==> src/rtl/paint_pkg.sv <==
// rtl/paint_pkg.sv - shared paint-core constants: cursor FSM encoding and delay-unit handshake levels
package paint_pkg;

    localparam logic [2:0] ST_IDLE   = 3'd0;
    localparam logic [2:0] ST_ARM    = 3'd1;
    localparam logic [2:0] ST_START  = 3'd2;
    localparam logic [2:0] ST_WAIT   = 3'd3;
    localparam logic [2:0] ST_TOGGLE = 3'd4;
    localparam logic [2:0] ST_PARK   = 3'd5;

    // Active levels every initiator of the shared white-count delay unit must use
    localparam logic DELAY_RST_ASSERT  = 1'b1;
    localparam logic DELAY_INIT_ASSERT = 1'b1;
    localparam logic DELAY_DONE_ASSERT = 1'b1;

    function automatic int max_int(input int a, input int b);
        return (a > b) ? a : b;
    endfunction

endpackage

==> src/rtl/blink_period_cnt.sv <==
// rtl/blink_period_cnt.sv - phase-aware delay-period counter with terminal-count flag
module blink_period_cnt
    import paint_pkg::*;
#(
    parameter int VIS_PERIODS = 2,
    parameter int HID_PERIODS = 1
) (
    input  logic clk,
    input  logic rst,
    input  logic inc,
    input  logic clr,
    input  logic phase,
    output logic phase_end
);

    localparam int CNT_W = $clog2(max_int(VIS_PERIODS, HID_PERIODS) + 1);

    logic [CNT_W-1:0] cnt;
    logic [CNT_W-1:0] last;

    // phase=1 is the visible phase; the flag marks the period that completes it
    assign last      = phase ? CNT_W'(VIS_PERIODS - 1) : CNT_W'(HID_PERIODS - 1);
    assign phase_end = (cnt == last);

    always_ff @(posedge clk) begin
        if (rst || clr) begin
            cnt <= '0;
        end else if (inc) begin
            cnt <= phase_end ? '0 : cnt + 1'b1;
        end
    end

endmodule

==> src/rtl/cursor_blink_ctrl.sv <==
// rtl/cursor_blink_ctrl.sv - cursor blink FSM driving the delay-unit handshake; CURSOR_IDLE_EN builds idle parking
module cursor_blink_ctrl
    import paint_pkg::*;
#(
    parameter int VIS_PERIODS = 2,
    parameter int HID_PERIODS = 1,
    parameter int IDLE_BLINKS = 8
) (
    input  logic clk,
    input  logic rst,
    input  logic en,
    input  logic move,
    input  logic delay_done,
    output logic delay_init,
    output logic delay_rst,
    output logic cursor_on,
    output logic blink_tick,
    output logic idle
);

    logic [2:0] state;
    logic [2:0] state_nxt;
    logic       cursor_nxt;
    logic       tick_nxt;
    logic       restart;
    logic       toggling;
    logic       phase_end;
    logic       idle_last;

    // Disable, a move, or leaving IDLE all begin a fresh visible phase
    assign restart  = !en || (move && state != ST_IDLE) || state == ST_IDLE;
    assign toggling = en && !move && state == ST_TOGGLE;

    blink_period_cnt #(
        .VIS_PERIODS(VIS_PERIODS),
        .HID_PERIODS(HID_PERIODS)
    ) u_period_cnt (
        .clk      (clk),
        .rst      (rst),
        .inc      (toggling),
        .clr      (restart),
        .phase    (cursor_on),
        .phase_end(phase_end)
    );

    always_comb begin
        state_nxt  = state;
        cursor_nxt = cursor_on;
        tick_nxt   = 1'b0;
        if (!en) begin
            state_nxt  = ST_IDLE;
            cursor_nxt = 1'b1;
            tick_nxt   = !cursor_on;
        end else if (move && state != ST_IDLE) begin
            state_nxt  = ST_ARM;
            cursor_nxt = 1'b1;
            tick_nxt   = !cursor_on;
        end else begin
            case (state)
                ST_IDLE:  state_nxt = ST_ARM;
                ST_ARM:   state_nxt = ST_START;
                ST_START: state_nxt = ST_WAIT;
                ST_WAIT: begin
                    if (delay_done == DELAY_DONE_ASSERT) begin
                        state_nxt = ST_TOGGLE;
                    end
                end
                ST_TOGGLE: begin
                    state_nxt = ST_ARM;
                    if (phase_end) begin
                        cursor_nxt = !cursor_on;
                        tick_nxt   = 1'b1;
                        if (!cursor_on && idle_last) begin
                            state_nxt = ST_PARK;
                        end
                    end
                end
                ST_PARK:  state_nxt = ST_PARK;
                default:  state_nxt = ST_IDLE;
            endcase
        end
    end

    always_ff @(posedge clk) begin
        if (rst) begin
            state      <= ST_IDLE;
            cursor_on  <= 1'b1;
            blink_tick <= 1'b0;
        end else begin
            state      <= state_nxt;
            cursor_on  <= cursor_nxt;
            blink_tick <= tick_nxt;
        end
    end

    assign delay_init = (state == ST_START) ? DELAY_INIT_ASSERT : ~DELAY_INIT_ASSERT;
    assign delay_rst  = (state == ST_IDLE || state == ST_ARM || state == ST_PARK)
                        ? DELAY_RST_ASSERT : ~DELAY_RST_ASSERT;

`ifdef CURSOR_IDLE_EN
    localparam int IDLE_W = $clog2(IDLE_BLINKS + 1);

    logic [IDLE_W-1:0] idle_cnt;

    // Counts completed hidden phases; saturates once the cursor has parked
    always_ff @(posedge clk) begin
        if (rst || restart) begin
            idle_cnt <= '0;
        end else if (toggling && phase_end && !cursor_on && idle_cnt != IDLE_W'(IDLE_BLINKS)) begin
            idle_cnt <= idle_cnt + 1'b1;
        end
    end

    assign idle_last = (idle_cnt == IDLE_W'(IDLE_BLINKS - 1));
    assign idle      = (state == ST_PARK);
`else
    assign idle_last = 1'b0;
    // IDLE_BLINKS only matters when parking is built
    assign idle      = (IDLE_BLINKS < 0);
`endif

endmodule

==> config.mk <==
export PLATFORM = sky130hd
export DESIGN_NAME = cursor_blink_ctrl
export DESIGN_NICKNAME = d
export VERILOG_FILES = /design/src/rtl/paint_pkg.sv /design/src/rtl/blink_period_cnt.sv /design/src/rtl/cursor_blink_ctrl.sv
export SDC_FILE = /design/constraint.sdc
export NUM_CORES = 1
export LEC_CHECK = 0
export ABC_AREA = 1
export CORE_AREA = 2 2 39 41
export CTS_CLUSTER_DIAMETER = 40
export DETAILED_ROUTE_END_ITERATION = 10
export DIE_AREA = 0 0 41 43
export MAX_ROUTING_LAYER = met4
export PLACE_DENSITY = 0.55
export RECOVER_POWER = 25
export SYNTH_ARGS = -nofsm -noshare
export SYNTH_HDL_FRONTEND = slang
export SYNTH_SLANG_ARGS = --single-unit
==> constraint.sdc <==
create_clock -name clk -period 1.94 [get_ports clk]
set_input_delay 0.194 -clock clk [delete_from_list [all_inputs] [get_ports clk]]
set_output_delay 0.194 -clock clk [all_outputs]
set_load 0.01 [all_outputs]
# Yosys cells after proc, flatten, opt, wreduce, memory -nomap -nowiden
# Cells that the tools add are included.
# word_totals
input_bits,5
out_inout_bits,5
regBits,7
# op_classes
add_sub_neg,1
reduce_logical,17
bitwise,1
n_mux,11
n_eq_ne,8
# ops
cell,count
3-bit case mux with 5 select lines,1
1-bit two-way mux,8
3-bit by 2-bit == test with 1-bit output (second input constant),2
3-bit == test (second input constant),2
1-bit logical OR,5
2-bit OR reduction,2
3-bit by 1-bit == test with 1-bit output (second input constant),1
1-bit logical AND,3
1-bit logical NOT,3
3-bit logical NOT,1
3-bit two-way mux,1
3-bit inequality test (second input constant),1
3-bit nonzero test,1
3-bit OR reduction,1
2-bit by 1-bit adder with 2-bit output (second input constant),1
2-bit == test,1
2-bit two-way mux,1
2-bit inequality test (second input constant),1
2-bit AND reduction,1
1-bit inverter,1

# Depth between registers and ports, before layout
# Gate-level depths: netlist of the first run.
# logic_depth
depth_word,6
mapped_depth,7
depth_no_buf,7

# Modules after synthesis
# From an unflattened synthesis of the first run, not the netlist that was laid out.
# hier_totals
cells_unflattened,60
hier_area_um2,406.6
# modules_own_cells
module,instances,area_each_um2,cells_per_inst
cursor_blink_ctrl,1,301.5,43
blink_period_cnt,1,105.1,17

# Worst setup path before layout of the first run
# No wires, ideal clock.
# synth_path
path_kind,register -> register
startpoint,reg cursor_on
endpoint,reg cursor_on
stages_incl_launch_ff,6
required_ns,1.815
t_arrival_ns,0.837
n_path_buf,0
setup_slack_ns,0.979
path_cell_list,dfxtp_1 inv_1 nand2_1 nand3_1 o21ai_0 nand3_1
# synth_between
elab_chain_cells,3
# synth_lines
item,line,rtl
"start, declared",cursor_blink_ctrl.sv:16,"output logic cursor_on,"
"start signal, assigned",cursor_blink_ctrl.sv:91,cursor_on <= cursor_nxt;
1-bit two-way mux,blink_period_cnt.sv:22,assign last = phase ? CNT_W'(VIS_PERIODS - 1) : CNT_W'(HID_PERIODS - 1);
2-bit == test,blink_period_cnt.sv:23,assign phase_end = (cnt == last);
2-bit AND reduction (no line),-,
# Several ways; a longest one is shown, not always the timed one.
# A chain may end at the register's enable or synchronous reset.

# Final worst setup path of the first run
# layout_path
startpoint,reg state[0]
endpoint,out delay_rst
# layout_between
elab_chain_cells,4
# layout_lines
item,line,rtl
"start, declared",cursor_blink_ctrl.sv:21,logic [2:0] state;
"start signal, assigned",cursor_blink_ctrl.sv:90,state <= state_nxt;
3-bit by 1-bit == test with 1-bit output / 3-bit logical NOT (equally long branches),cursor_blink_ctrl.sv:97,assign delay_rst = (state == ST_IDLE || state == ST_ARM || state == ST_PARK)
1-bit logical OR,cursor_blink_ctrl.sv:97,
1-bit logical OR *,cursor_blink_ctrl.sv:97,
1-bit two-way mux *,cursor_blink_ctrl.sv:98,? DELAY_RST_ASSERT : ~DELAY_RST_ASSERT;
"end, declared",cursor_blink_ctrl.sv:15,"output logic delay_rst,"
# Mark *: on every way between the ends. The rest lies on a longest branch, timed or not.

==> metrics.yaml, run 1 <==
outcome:
  status: "completed"
critical_path:
  worstSetupPathType: "reg2out"
  worst-path-max-fanout: 6
  reg2reg_slack_ns: 0.91
  ff2ff_path_depth: 6
  arrival_ns: 1.51
  r2r_end: "cursor_on"
  worstSetupStartpointType: "flop"
  cp_data_required_time_ns: 1.75
  rr_startpoint: "state[0]"
  worst_setup_path_end_kind: "primary output"
clock_tree:
  clk_pin_slew_ns: 0.06
  cts.sinks: 7
  clock_path_buffers: 2
  htree_levels: 1
  hold_buffers: 0
  cts_resized: 0
  clk_latency_ns: 0.25
  post_cts_buffers: 0
  cts_tree: "done"
  cts_root_buffer: "clkbuf_4"
  cts_buffers: 3
logic_synthesis:
  synth_top_family_by_area: "simple AND/OR/NAND/NOR gates"
  synth_fa_ha_area_share_pct: 0
  synth_cell_types: 19
  yosysSeqAreaShare_pct: 33.23
  yosys-mux-area-fraction_pct: 0
  synth-compound-area-share_pct: 10.39
  avgSynthCellArea_sq_um: 6.293
  synth_warnings: 0
  syn_inst: 67
  synth.ff_latch_count: 7
  synthesis.area_sq_um: 421.7
  synth-xor-area-share_pct: 0
  syn-num-nets: 72
  synthSimpleGateAreaFrac_pct: 42.14
routing:
  drt-initial-drc-count: 3
  vias: 409
  dr.pass1.iters: 4
  drc: 0
  wl_um: 819
  wire_per_inst_um: 8.713
  postRouteAntennaNets: 0
  vias_per_cell: 4.351
pwr:
  netSwitchingPower_w: 0.00007906
  p_clk_share_pct: 41.3
  p_sw_share_pct: 24.50
  seq_power_share_pct: 46.7
  p_int_w: 0.0002436
  power.density_nw_per_um2: 597.0
  ir_drop_uv: 271.3
  comb_power_share_pct: 12.0
  power.leakage_nw: 0.2220
sta:
  final.period_utilization_pct: 87.78
  finalHoldViolCount: 0
  slew_violations: 0
  finalSetupViolations: 0
  rsz0062_at_grt: "no"
  finalWorstSetupSlack_ns: 0.2370
  timing.setup.tns_ns: 0
  finalClockSkew_ns: 0.007005
  fin_hold_ws_ns: 0.4947
  clock.fmax_mhz: 587.2
  fin_crit_ns: 1.703
die:
  die_w_um: 41
  pin_count: 10
  core_area_sq_um: 1384
  initial_utilization_pct: 30.47
  fp-row-count: 14
  die_height_um: 43
  dieArea_sq_um: 1763
hold_path:
  worstHoldEndpoint: "u_period_cnt.cnt[1]"
  min_path_type: "reg2reg"
  whs_path_depth: 2
  worstHoldStart: "u_period_cnt.cnt[1]"
final_layout:
  multiInputGateArea_sq_um: 225.2
  syn_to_final_growth_pct: 28.19
  final_cells: 94
  drive_gt1_share_pct: 14.10
  n_antenna_cell: 0
  register_area_sq_um: 140.1
  num-fill-cells: 157
  final_nets: 84
  final_core_util_pct: 39.06
global_route:
  overflow: 0
  grt_antenna_before_repair: 0
  grt_first_pass_wirelength_um: 1331
  track_usage_pct: 12.05
  first_global_vias: 344
  grt_start_max_net_pins: 7
placement:
  post-place-ws_ns: 0.5055
  place_congestion: 0.7633
  dp_cells: 90
  port_buffers: 8
  hpwl_um: 687.6
flow_run:
  drv_cap: 0
==> worst max path at each step <==
stage / startpoint / endpoint / depth (start not counted)
finish: state[0] / delay_rst / 3
CTS: state[0] / delay_rst / 3
detailed placement: state[0] / delay_rst / 3
global route: state[0] / delay_rst / 3
global placement: state[0] / delay_rst / 3
floorplan: cursor_on / cursor_on / 5
==> layer usage <==
metal | up-vias | track usage [%] | part of all wire [%]
met5 | - | - | 0
met4 | 0 | 10.00 | 0.98
met3 | 2 | 3.141 | 3.3
met2 | 7 | 16.56 | 50
met1 | 173 | 13.87 | 46
li1 | 227 | - | -
==> cell usage in the layout, fill, tap and decap left out, types with 2 or more instances in the layout <==
| cell type | count |
|---|---|
| clkdlybuf4s50_1 | 7 |
| inv_1 | 11 |
| nand2_2 | 4 |
| clkbuf_4 | 3 |
| nand4_1 | 2 |
| nand2_1 | 12 |
| nor2_1 | 12 |
| dfxtp_1 | 7 |
| o21ai_0 | 2 |
| a21oi_1 | 4 |
| nand3_1 | 3 |
==> critical path, stage by stage (launching register included) <==
cell	delay, ns
dfxtp_1	0.46
inv_1	0.11
a21oi_1	0.14
clkdlybuf4s50_1	0.55
==> power groups by stage <==
stage | logic, W | clock network [W] | registers [W]
finish | 0.0000386 | 0.000133 | 0.000151
global route | 0.0000438 | 0.000150 | 0.000151
CTS | 0.0000396 | 0.000142 | 0.000151
detailed placement | 0.0000392 | 0 | 0.000154
global placement | 0.0000394 | 0 | 0.000154
floorplan | 0.0000227 | 0 | 0.000154
==> flip-flops by register name, summed over array words and instances, names as in the netlist <==
register	flops
blink_tick	1
cursor_on	1
state	3
u_period_cnt.cnt	2
==> Yosys cell counts, drive strengths merged <==
library cell | n | area, sq um
nand2 | 16 | 70.06
nor2 | 14 | 62.56
inv | 12 | 45.04
dfxtp | 7 | 140.1
a21oi | 4 | 20.02
nand3 | 4 | 25.02
nand4 | 2 | 12.51
o21ai | 2 | 10.01
a31oi | 1 | 6.260
buf | 1 | 7.510
clkinv | 1 | 3.750
conb | 1 | 3.750
nand3b | 1 | 7.510
o31ai | 1 | 7.510
==> cells by family (layout without fill, tap and decap cells) <==
kind of cell,count (synthesis),count (layout)
AOI/OAI and AO/OA,8,8
buffers and inverters,14,25
DFF,7,7
other,1,1
and+or+nand+nor,37,37
==> through the flow <==
step	total power, W	area, sq um
final	0.0003227	540.5
after global routing	0.0003448	540.5
after CTS	0.0003323	540.5
after detailed placement	0.0001931	514.2
after global placement	0.0001931	514.2
after floorplan	0.0001765	421.7
==> cell type report <==
class | count | share of cell area, %
Inverter | 13 | 9.028
Multi-Input combinational cell | 46 | 41.67
Clock buffer | 4 | 4.861
Timing Repair Buffer | 8 | 14.81
Tap cell | 16 | 3.704
Sequential cell | 7 | 25.93
(Power assumes the default switching activity.)
==> run 2: changes to the inputs <==
--- a/config.mk
+++ b/config.mk
@@ -10,6 +10,7 @@
 export CTS_CLUSTER_DIAMETER = 40
 export DETAILED_ROUTE_END_ITERATION = 10
 export DIE_AREA = 0 0 41 43
+export GPL_TIMING_DRIVEN = 0
 export MAX_ROUTING_LAYER = met4
 export PLACE_DENSITY = 0.55
 export RECOVER_POWER = 25
==> metrics.yaml, run 2 (synthesized netlist as in run 1, its figures left out) <==
final_layout:
  final_nets: 85  # +1.2%
  syn_to_final_growth_pct: 29.97
  largest_reg_flops: 3  # unchanged
  largestRegisters: "state (3), u_period_cnt.cnt (2)"
  top_register: "state"
  num-fill-cells: 144  # -8.3%
  mostFrequentLayoutCells: "nand2_1 (12), nor2_1 (12), inv_1 (11), dfxtp_1 (7), clkdlybuf4s50_1 (7)"
  multiInputGateArea_sq_um: 225.2  # unchanged
  final_area_sq_um: 548.0  # +1.4%
  register_area_sq_um: 140.1  # unchanged
  n_antenna_cell: 0  # unchanged
  final_cells: 95  # +1.1%
  drive_gt1_share_pct: 15.19  # +1.1 points
placement:
  place_congestion: 0.7519  # -1.5%
  placed_area_sq_um: 521.8  # +1.5%
  dp_cells: 91  # +1.1%
  port_buffers: 8  # unchanged
  hpwl_um: 599.1  # -13%
pwr:
  ir_drop_uv: 175.2  # -35%
  power.leakage_nw: 0.2275  # +2.5%
  power.density_nw_per_um2: 588.4  # -1.4%
die:
  die_w_um: 41  # unchanged
  initial_utilization_pct: 30.47  # unchanged
  dieArea_sq_um: 1763  # unchanged
  fp-row-count: 14  # unchanged
  core_area_sq_um: 1384  # unchanged
  die_height_um: 43  # unchanged
  pin_count: 10  # unchanged
routing:
  wl_um: 767  # -6.3%
  wire_per_inst_um: 8.074  # -7.3%
  dr.pass1.iters: 4  # unchanged
  vias_per_cell: 4.337  # -0.33%
  postRouteAntennaNets: 0  # unchanged
  vias: 412  # +0.73%
  drt-initial-drc-count: 4  # +1
  drc: 0  # unchanged
clock_tree:
  clk_latency_ns: 0.25  # about the same
  hold_buffers: 0  # unchanged
  clk_pin_slew_ns: 0.05  # about the same
  clock_path_buffers: 2  # unchanged
  cts_buffers: 3  # unchanged
  cts.sinks: 7  # unchanged
  post_cts_buffers: 0  # unchanged
  cts_resized: 0  # unchanged
  cts_root_buffer: "clkbuf_4"
  cts_tree: "done"
  htree_levels: 1  # unchanged
global_route:
  track_usage_pct: 10.80  # -1.2 points
  grt_first_pass_wirelength_um: 1242  # -6.7%
  first_global_vias: 345  # +0.29%
  grt_antenna_before_repair: 0  # unchanged
  overflow: 0  # unchanged
  grt_start_max_net_pins: 7  # unchanged
critical_path:
  worstSetupPathType: "reg2out"
  worstSetupStartpointType: "flop"
  arrival_ns: 1.50  # about the same
  cp_data_required_time_ns: 1.75  # about the same
  worst_setup_path_end_kind: "primary output"
  worst-path-max-fanout: 6  # unchanged
outcome:
  status: "completed"
sta:
  timing.setup.tns_ns: 0  # unchanged
  slew_violations: 0  # unchanged
  rsz0062_at_grt: "no"
  fin_crit_ns: 1.698  # -0.004544 ns
  final.period_utilization_pct: 87.55  # -0.23 points
  finalClockSkew_ns: 0.0008503  # -0.006155 ns
  clock.fmax_mhz: 588.8  # +0.27%
  finalHoldViolCount: 0  # unchanged
  finalSetupViolations: 0  # unchanged
flow_run:
  drv_cap: 0  # unchanged
hold_path:
  min_path_type: "reg2reg"
[run 2: worst paths after layout]
check / startpoint / slack, ns / cells after the start / end
setup / recovery: state[0] / 0.24 / 3 / delay_rst
hold / removal: u_period_cnt.cnt[1] / 0.51 / 2 / u_period_cnt.cnt[1]
setup reg to reg: state[0] / 0.91 / 6 / cursor_on
hold reg to reg: u_period_cnt.cnt[1] / 0.51 / 2 / u_period_cnt.cnt[1]
[run 2: per-layer routing]
| layer | vias to the layer above | track usage [%] | share of wire [%] |
|---|---|---|---|
| met3 | 0 | 1.571 | 4.4 |
| met4 | 0 | 10.00 | 0 |
| met2 | 12 | 14.69 | 43 |
| met1 | 170 | 12.86 | 52 |
| met5 | - | - | 0 |
| li1 | 230 | - | - |
[run 2: cell type report]
type	instances	area share (%)
multi-input combinational	46	41.10
inverter	13	8.904
buffer	1	1.370
clock buffer	4	4.795
sequential	7	25.57
tap	16	3.653
timing repair buffer	8	14.61
[run 2: through the flow]
stage	worst slack (ns)	hold slack (ns)	total power, W	util [%]
floorplan	0.9785	0.3374	0.0001765	-
global placement	0.4885	0.4954	0.0001941	37.70
detailed placement	0.5221	0.4947	0.0001937	37.70
CTS	0.2262	0.5104	0.0003325	39.60
global route	0.1285	0.5303	0.0003492	39.60
finish	0.2415	0.5070	0.0003225	39.60
[run 2: worst max-delay path: stages, from the launching register on]
cell             delay (ns)
dfxtp_1                0.46
inv_1                  0.12
a21oi_1                0.13
clkdlybuf4s50_1        0.54
[run 2: power by group]
group / leakage (nW) / total [W] / switching [W] / internal (W)
sequential: 0.0569 / 0.000151 / 0.00000382 / 0.000147
clock: 0.0150 / 0.000132 / 0.0000539 / 0.0000785
combinational: 0.156 / 0.0000394 / 0.0000200 / 0.0000194
total: 0.227 / 0.000322 / 0.0000777 / 0.000245
